### config.mk
export PLATFORM = sky130hd
export DESIGN_NAME = arb_mux
export DESIGN_NICKNAME = d
export VERILOG_FILES = /design/src/rtl/mux_pkg.sv /design/src/rtl/arb_mux_rr_pick.sv /design/src/rtl/arb_mux.sv
export SDC_FILE = /design/constraint.sdc
export NUM_CORES = 1
export LEC_CHECK = 0
export ABC_AREA = 1
export ABC_CLOCK_PERIOD_IN_PS = 4650
export BUFFER_PORTS_ARGS = -buffer_cell sky130_fd_sc_hd__buf_2
export CORE_MARGIN = 8
export CORE_UTILIZATION = 47
export CTS_CLUSTER_SIZE = 10
export DETAILED_ROUTE_END_ITERATION = 8
export PLACE_DENSITY_LB_ADDON = 0.2
export SYNTH_ARGS = -nofsm -noshare
export SYNTH_HDL_FRONTEND = slang
export SYNTH_HIERARCHICAL = 1
export SYNTH_SLANG_ARGS = --single-unit
### constraint.sdc
create_clock -name clk -period 4.65 [get_ports clk]
set_input_delay 0 -clock clk [delete_from_list [all_inputs] [get_ports clk]]
set_output_delay 0 -clock clk [all_outputs]
set_load 0.01 [all_outputs]
### src/rtl/mux_pkg.sv
// Shared constants for the arb_mux selector: the operating mode encoding.
package mux_pkg;

   localparam logic MODE_SEL = 1'b0;
   localparam logic MODE_RR  = 1'b1;

endpackage

### src/rtl/arb_mux_rr_pick.sv
// Rotating-priority request picker: the first set request after ptr, wrapping mod N.
module rr_pick #(
   parameter int N     = 4,
   parameter int SEL_W = $clog2(N)
) (
   input  logic [N-1:0]     req,
   input  logic [SEL_W-1:0] ptr,
   output logic             gnt_valid,
   output logic [SEL_W-1:0] gnt_idx
);

   logic [SEL_W-1:0] idx_s;

   // Walk the ring from farthest to nearest so the nearest requester wins last.
   always_comb begin
      gnt_valid = 1'b0;
      gnt_idx   = '0;
      idx_s     = '0;
      for (int k = N; k >= 1; k--) begin
         idx_s     = SEL_W'((32'(ptr) + 32'(k)) % 32'(N));
         gnt_valid = gnt_valid | req[idx_s];
         gnt_idx   = req[idx_s] ? idx_s : gnt_idx;
      end
   end

endmodule

### src/rtl/arb_mux.sv
// N-input registered selector with valid/ready on every channel; direct-select or
// round-robin grant feeding a one-entry output register.
module arb_mux
   import mux_pkg::*;
#(
   parameter int WIDTH = 32,
   parameter int N     = 4,
   parameter int SEL_W = $clog2(N)
) (
   input  logic               clk,
   input  logic               rst_n,
   input  logic               mode,
   input  logic [SEL_W-1:0]   sel,
   input  logic [N*WIDTH-1:0] in_data,
   input  logic [N-1:0]       in_valid,
   output logic [N-1:0]       in_ready,
   output logic [WIDTH-1:0]   out_data,
   output logic [SEL_W-1:0]   out_src,
   output logic               out_valid,
   input  logic               out_ready
);

   localparam logic [SEL_W-1:0] PTR_RESET = SEL_W'(N - 1);
   localparam logic [N-1:0]     ONE_HOT0  = N'(1);

   logic [WIDTH-1:0] out_data_q, out_data_d;
   logic [SEL_W-1:0] out_src_q, out_src_d;
   logic             out_valid_q, out_valid_d;
   logic [SEL_W-1:0] rr_ptr_q, rr_ptr_d;

   logic             rr_gnt_valid_s;
   logic [SEL_W-1:0] rr_gnt_idx_s;
   logic             sel_ok_s;
   logic             grant_valid_s;
   logic [SEL_W-1:0] grant_idx_s;
   logic             load_s;
   logic             xfer_s;

   rr_pick #(
      .N     (N),
      .SEL_W (SEL_W)
   ) u_rr_pick (
      .req       (in_valid),
      .ptr       (rr_ptr_q),
      .gnt_valid (rr_gnt_valid_s),
      .gnt_idx   (rr_gnt_idx_s)
   );

   // Grant source: sel index (guarded against out-of-range values) or the RR picker.
   always_comb begin
      sel_ok_s      = (32'(sel) < 32'(N));
      grant_valid_s = 1'b0;
      grant_idx_s   = '0;
      case (mode)
         MODE_SEL: begin
            if (sel_ok_s) begin
               grant_valid_s = in_valid[sel];
               grant_idx_s   = sel;
            end else begin
               grant_valid_s = 1'b0;
               grant_idx_s   = '0;
            end
         end
         MODE_RR: begin
            grant_valid_s = rr_gnt_valid_s;
            grant_idx_s   = rr_gnt_idx_s;
         end
         default: begin
            grant_valid_s = 1'b0;
            grant_idx_s   = '0;
         end
      endcase
   end

   // Handshake decode and next state; ready is held low while reset is asserted so no beat is lost.
   always_comb begin
      load_s      = rst_n && (!out_valid_q || out_ready);
      xfer_s      = load_s && grant_valid_s;
      in_ready    = '0;
      out_data_d  = out_data_q;
      out_src_d   = out_src_q;
      out_valid_d = out_valid_q;
      rr_ptr_d    = rr_ptr_q;
      if (xfer_s) begin
         in_ready    = ONE_HOT0 << grant_idx_s;
         out_data_d  = in_data[32'(grant_idx_s) * WIDTH +: WIDTH];
         out_src_d   = grant_idx_s;
         out_valid_d = 1'b1;
         if (mode == MODE_RR) begin
            rr_ptr_d = grant_idx_s;
         end else begin
            rr_ptr_d = rr_ptr_q;
         end
      end else if (load_s) begin
         out_valid_d = 1'b0;
      end else begin
         out_valid_d = out_valid_q;
      end
   end

   // Output register and round-robin pointer.
   always_ff @(posedge clk or negedge rst_n) begin
      if (!rst_n) begin
         out_data_q  <= '0;
         out_src_q   <= '0;
         out_valid_q <= 1'b0;
         rr_ptr_q    <= PTR_RESET;
      end else begin
         out_data_q  <= out_data_d;
         out_src_q   <= out_src_d;
         out_valid_q <= out_valid_d;
         rr_ptr_q    <= rr_ptr_d;
      end
   end

   assign out_data  = out_data_q;
   assign out_src   = out_src_q;
   assign out_valid = out_valid_q;

endmodule

* Word level (Yosys, flattened, before mapping) *
Cells that the tools add are included.

word-level totals
  register bits = 37
  latch bits = 0
  bits in writable memories = 0
  bits in read-only memories = 0
  bits of input ports = 138
  memories = 0

cells by class
  $add $sub $neg = 4
  multipliers = 0
  divide/modulo/power cells = 0
  magnitude comparators = 5
  equality and inequality tests = 0
  shift-type cells = 2
  multiplexer cells = 19
  bitwise logic cells = 4
  reduce and logical (&&, ||, !) cells = 6

operators with widths
  cell                                                                           count
  128-bit by 8-bit variable part select with 32-bit output                       1
  2-bit by 3-bit less-than comparator with 1-bit output (second input constant)  5
  1-bit binary-select mux with 2-bit select                                      5
  2-bit two-way mux                                                              4
  1-bit two-way mux                                                              7
  2-bit by 1-bit adder with 2-bit output (second input constant)                 2
  2-bit adder (second input constant)                                            2
  4-bit two-way mux                                                              1
  2-bit one-hot mux with 2 select lines                                          1
  1-bit by 2-bit << shifter with 4-bit output (first input constant)             1
  1-bit OR                                                                       3
  1-bit logical AND                                                              2
  1-bit one-hot mux with 2 select lines                                          1
  2-bit AND reduction                                                            1
  2-bit nonzero test                                                             1
  1-bit logical NOT                                                              1
  1-bit logical OR                                                               1
  1-bit NOT                                                                      1

* Longest topological paths before layout *
  depth in word-level cells = 10
  gate-level depth with buffers = 18

* Cells and area by module *
Netlist, hierarchy kept.

by module, submodules not included
  module   times used  cells each  area each (um2)
  arb_mux  1           571         3467.1
  rr_pick  1           49          226.5

* Worst setup path before layout *
OpenSTA, ideal clock, no wires.

  path kind = reg-to-reg
  start point = register rr_ptr_q[0]
  end point = register out_data_q[23], in the netlist out_data[23]
  library setup time = 0.117 ns
  arrival = 1.831 ns
  path slack = 2.702 ns
  cell stages (with the launch flop) = 19
  clock period less this slack = 1.948 ns
  cells stage by stage = dfstp_2 buf_6 inv_8 nand2_1 nand2_1 nand2_1 nand2_1 nand2_1 nand2_1 nand2_1 nand2_1 nand2_4 buf_6 buf_2 nand3_1 nand3_1 nand2_1 nand3_1 nand2_1

between the ends
  longest elaborated chain between the ends = 9

RTL lines
  element                                                       RTL line               source
  start, declared                                               arb_mux.sv:29          logic [SEL_W-1:0] rr_ptr_q, rr_ptr_d;
  start signal, assigned                                        arb_mux.sv:112         rr_ptr_q <= rr_ptr_d;
  2-bit by 1-bit adder with 2-bit output                        arb_mux_rr_pick.sv:20  idx_s = SEL_W'((32'(ptr) + 32'(k)) % 32'(N));
  1-bit binary-select mux with 2-bit select                     arb_mux_rr_pick.sv:22  gnt_idx = req[idx_s] ? idx_s : gnt_idx;
  1-bit two-way mux (implied by the code)                       arb_mux_rr_pick.sv:22
  2-bit two-way mux (3 in a row)                                arb_mux_rr_pick.sv:22
  2-bit two-way mux (*)                                         arb_mux_rr_pick.sv:22
  named net rr_gnt_idx_s[0]                                     arb_mux.sv:32          logic [SEL_W-1:0] rr_gnt_idx_s;
  2-bit one-hot mux with 2 select lines (*)                     arb_mux.sv:54          case (mode)
  128-bit by 8-bit variable part select with 32-bit output (*)  arb_mux.sv:86          out_data_d = in_data[32'(grant_idx_s) * WIDTH +: WIDTH];
  end signal, assigned                                          arb_mux.sv:109         out_data_q <= out_data_d;
  end, declared                                                 arb_mux.sv:26          logic [WIDTH-1:0] out_data_q, out_data_d;

The timed path passes the listed nets; every way through them passes the cells marked *. The select of a mux whose other input is x is not followed.
A chain may end at the register's enable or synchronous reset.

* Worst setup path after layout *
  start point = register rr_ptr_q[0]
  end point = output in_ready[1]

between the ends
  longest elaborated chain between the ends = 10

RTL lines
  element                                          RTL line               source
  2-bit by 1-bit adder with 2-bit output           arb_mux_rr_pick.sv:20
  1-bit binary-select mux with 2-bit select        arb_mux_rr_pick.sv:22
  1-bit two-way mux (implied by the code)          arb_mux_rr_pick.sv:22
  2-bit two-way mux (3 in a row)                   arb_mux_rr_pick.sv:22
  2-bit two-way mux (*)                            arb_mux_rr_pick.sv:22
  named net rr_gnt_idx_s[0]                        arb_mux.sv:32
  2-bit one-hot mux with 2 select lines (*)        arb_mux.sv:54
  1-bit by 2-bit << shifter with 4-bit output (*)  arb_mux.sv:85          in_ready = ONE_HOT0 << grant_idx_s;
  4-bit two-way mux (*)                            arb_mux.sv:84          if (xfer_s) begin
  end, declared                                    arb_mux.sv:16          output logic [N-1:0] in_ready,

Marked as above.

==> metrics.md <==
| Metric | Value |
|---|---|
| Average wire per standard cell | approximately 14 µm |
| Area of the multi-input gates | roughly 1900 µm² |
| Initial drt markers | 202 |
| Mapped Area | approximately 3700 µm² |
| Worst IR Drop VDD | 0.3706 mV |
| Synthesis warning total | 6 |
| Synthesized flop and latch total | 37 |
| Finished Cell Area | 4472 µm² |
| CP most frequent cell | nand2_1 |
| Global route total overflow | 0 |
| Fillers | approximately 800 |
| Synthesized Nets | about 760 |
| Synth area leader | nand3_1 |
| LEAKAGE | roughly 3.0 nW |
| DRT Wirelength | 11.89 mm |
| Residual DRC count | 0 |
| IO buf count | 176 |
| CP bufs+invs | 2 |
| Critical-path top delay cell | dfstp_2 |
| Final nets | about 900 |
| CP Class | register to output port |
| Die W | roughly 100 µm |
| Syn Inst Count | between 600 and 700 |
| Starting Density | slightly below 50% |
| DP Area | 4382 µm² |
| Worst path max stage delay | 660 ps |
| WP data required | between 4000 and 5000 ps |
| Worst reg2reg setup slack | ~1500 ps |
| DP Cell Count | roughly 860 |
| Routed vias | 4370 |
| Largest net degree at the start of global routing | between 60 and 70 |
| Post_cts resized | 0 |
| GRT Util Overall | approximately a fifth |
| Slew HR | 19.56% |
| Area grow syn2layout | 21.07% |
| Core footprint | roughly 7700 µm² |
| XOR/XNOR Fraction of Synth Area | 0% |
| Status | finished clean |
| Final Hold Vio Count | 0 |
| Detailed Place HPWL | 8.414 mm |
| Post-Synth Simple-Gate Area | 49.46% |
| Number of diodes | 0 |
| Worst clock skew | about 6.1 ps |
| Delay-heaviest family, CP | simple AND/OR/NAND/NOR gates |
| Buffer count from post-CTS setup fixing | 0 |
| Clock transition at path regs | approximately 70 ps |
| Critical Path Sink Type | output port |
| Worst Setup Start Kind | register |
| Largest family of logic cells by synthesized area | simple AND/OR/NAND/NOR gates |
| Worst-case clock buffer depth | 2 |
| Hold-fix buffers, CTS | 1 |
| FP Rows | 32 |
| Share of layout cells above drive strength 1 | a little over a quarter |
| Total of max-cap violations | 0 |
| Most area-consuming cells after synthesis | nand3_1 27%, dfrtp_1 24%, nand2_1 18%, inv_1 14%, buf_6 4.9% |
| Sequential-to-total area share from yosys stat | between 20% and 30% |
| Critical Path AT | roughly 3400 ps |
| Hold path cells | 3 |
| Area of the die | ~11000 µm² |
| CTS tree | done |
| Worst-path cell chain | inv_8, nand2_1, nand2_1, nand2_1, nand2_1, nand2_1, nand2_1, nand2_1, nand2_1, nand2_4, nand2_2, nand3_1, nor2_1, buf_2 |
| Hold slack | 92.76 ps |
| WP depth | 14 |
| RSZ-0062 raised after global routing | no |
| Final Max Slew Viols | 0 |
| Area share of fa/ha/maj cells after synthesis | 0% |
| Least-Margin Pin Slew | 1204 ps |
| Synth Area in Compound Gates | under 10% |
| Final WS setup | between 1000 and 1500 ps |
| Final std cells w/o fill | about 870 |
| Number of clock sinks | 37 |
| Boundary pin count | ~180 |
| Root buffer selected by CTS | clkbuf_8 |
| Die Ht | between 100 and 150 µm |
| Final setup vio count | 0 |
| Vias in the first global route | 4504 |
| Clock H-tree levels | 2 |
| Antenna Nets Post-Route | 0 |
| Initial antenna violation count | 0 |
| Drt pass-1 iters | 5 |
| CTS buffer count | 5 |
| Post-layout min period | around 3400 ps |
| Yosys top cell area share | 26.96% |
| R2R depth | 16 |
| Routed vias/inst | approximately 5.0 |
| Max Fclk | roughly 300 MHz |
| FF/Latch Area | about 930 µm² |
| First-pass GRT wire length | around 20 mm |
| Min-delay worst type | primary input to register |
| Crit path max fanout | between 60 and 70 |
| Synth cell types | 24 |
| Tcrit/Tclk final | between 70% and 80% |
| Setup TNS | 0 ps |
| Final Wtd Congestion | 0.9183 |
| Pre-CTS setup slack | between 1500 and 2000 ps |
| Skew-Pair Late Insertion Delay | about 290 ps |
| Power Density | 480.0 nW/µm² |
| Mean Syn Cell Area | slightly below 6 µm² |
| Mux cell area share after synthesis | 0% |
[worst reg2reg max path, delay by kind of cell, from the launching register on]
family,cells,cell delay (ps)
and+or+nand+nor,15,2350
buffers and inverters,1,70
DFF,1,660
[final timing paths]
kind                               from           end
max reg2reg                 rr_ptr_q[0]  out_data[23]
max                         rr_ptr_q[0]   in_ready[1]
min reg2reg                out_data[17]  out_data[17]
min in group asynchronous         rst_n   out_data[3]
max in group asynchronous         rst_n   rr_ptr_q[0]
min                                mode   rr_ptr_q[0]
[cells in the mapped netlist]
library cell / count
and2_4: 1
buf_2: 13
buf_4: 11
buf_6: 16
dfrtp_1: 35
dfstp_2: 2
inv_1: 142
inv_2: 1
inv_8: 2
nand2_1: 174
nand2_2: 5
nand2_4: 2
nand2_8: 1
nand3_1: 199
nand3_2: 2
nand3_4: 1
nor2_1: 4
nor2_2: 2
nor2_8: 1
nor3_2: 1
o21ai_0: 1
o21ai_1: 1
o21ai_2: 1
o21ai_4: 2
[cells in the final DEF (no fill, tap or decap), drive strengths merged]
cell         count
and2             1
buf            177
dfrtp           35
inv            145
dfstp            2
clkbuf           8
nor2             7
o21ai            5
nand3          202
nand2          182
dlygate4sd3      1
nor3             1
[where the power goes]
part / internal (W) / switching, W
Combinational: 0.000480 / 0.000882
Sequential: 0.000470 / 0.0000961
Clock: 0.000107 / 0.000112
[state kept, by name (all words and copies together), names as in the netlist]
| register | count |
|---|---|
| out_src | 2 |
| rr_ptr_q | 2 |
| out_data | 32 |
| out_valid | 1 |
[cells by family after synthesis]
group,Yosys count
AOI/OAI and AO/OA,5
and+or+nand+nor,393
DFF,37
buffers and inverters,185
[metrics by stage]
step | power, W | util [%]
CTS | 0.002151 | 58.17
global route | 0.002359 | 58.17
floorplan | 0.001605 | -
finish | 0.002146 | 58.17
global placement | 0.001881 | 57.00
detailed placement | 0.001923 | 57.00
[cell type report]
cell class | count | share of cell area (%)
Multi-Input combinational cell | 398 | 42.00
Sequential cell | 37 | 20.76
Timing Repair Buffer | 178 | 20.09
Inverter | 145 | 12.51
Tap cell | 102 | 2.854
Clock buffer | 8 | 1.791
[routing by layer]
| metal | part of all wire (%) | track usage [%] | routed length (µm) |
|---|---|---|---|
| met1 | 42 | 24.11 | 5009 |
| met2 | 49 | 39.30 | 5799 |
| met3 | 8.4 | 5.590 | 1001 |
| met4 | 0.64 | 4.791 | 76 |
| met5 | 0 | 0 | 0 |
Note: power is estimated with default switching activity, not from simulation.
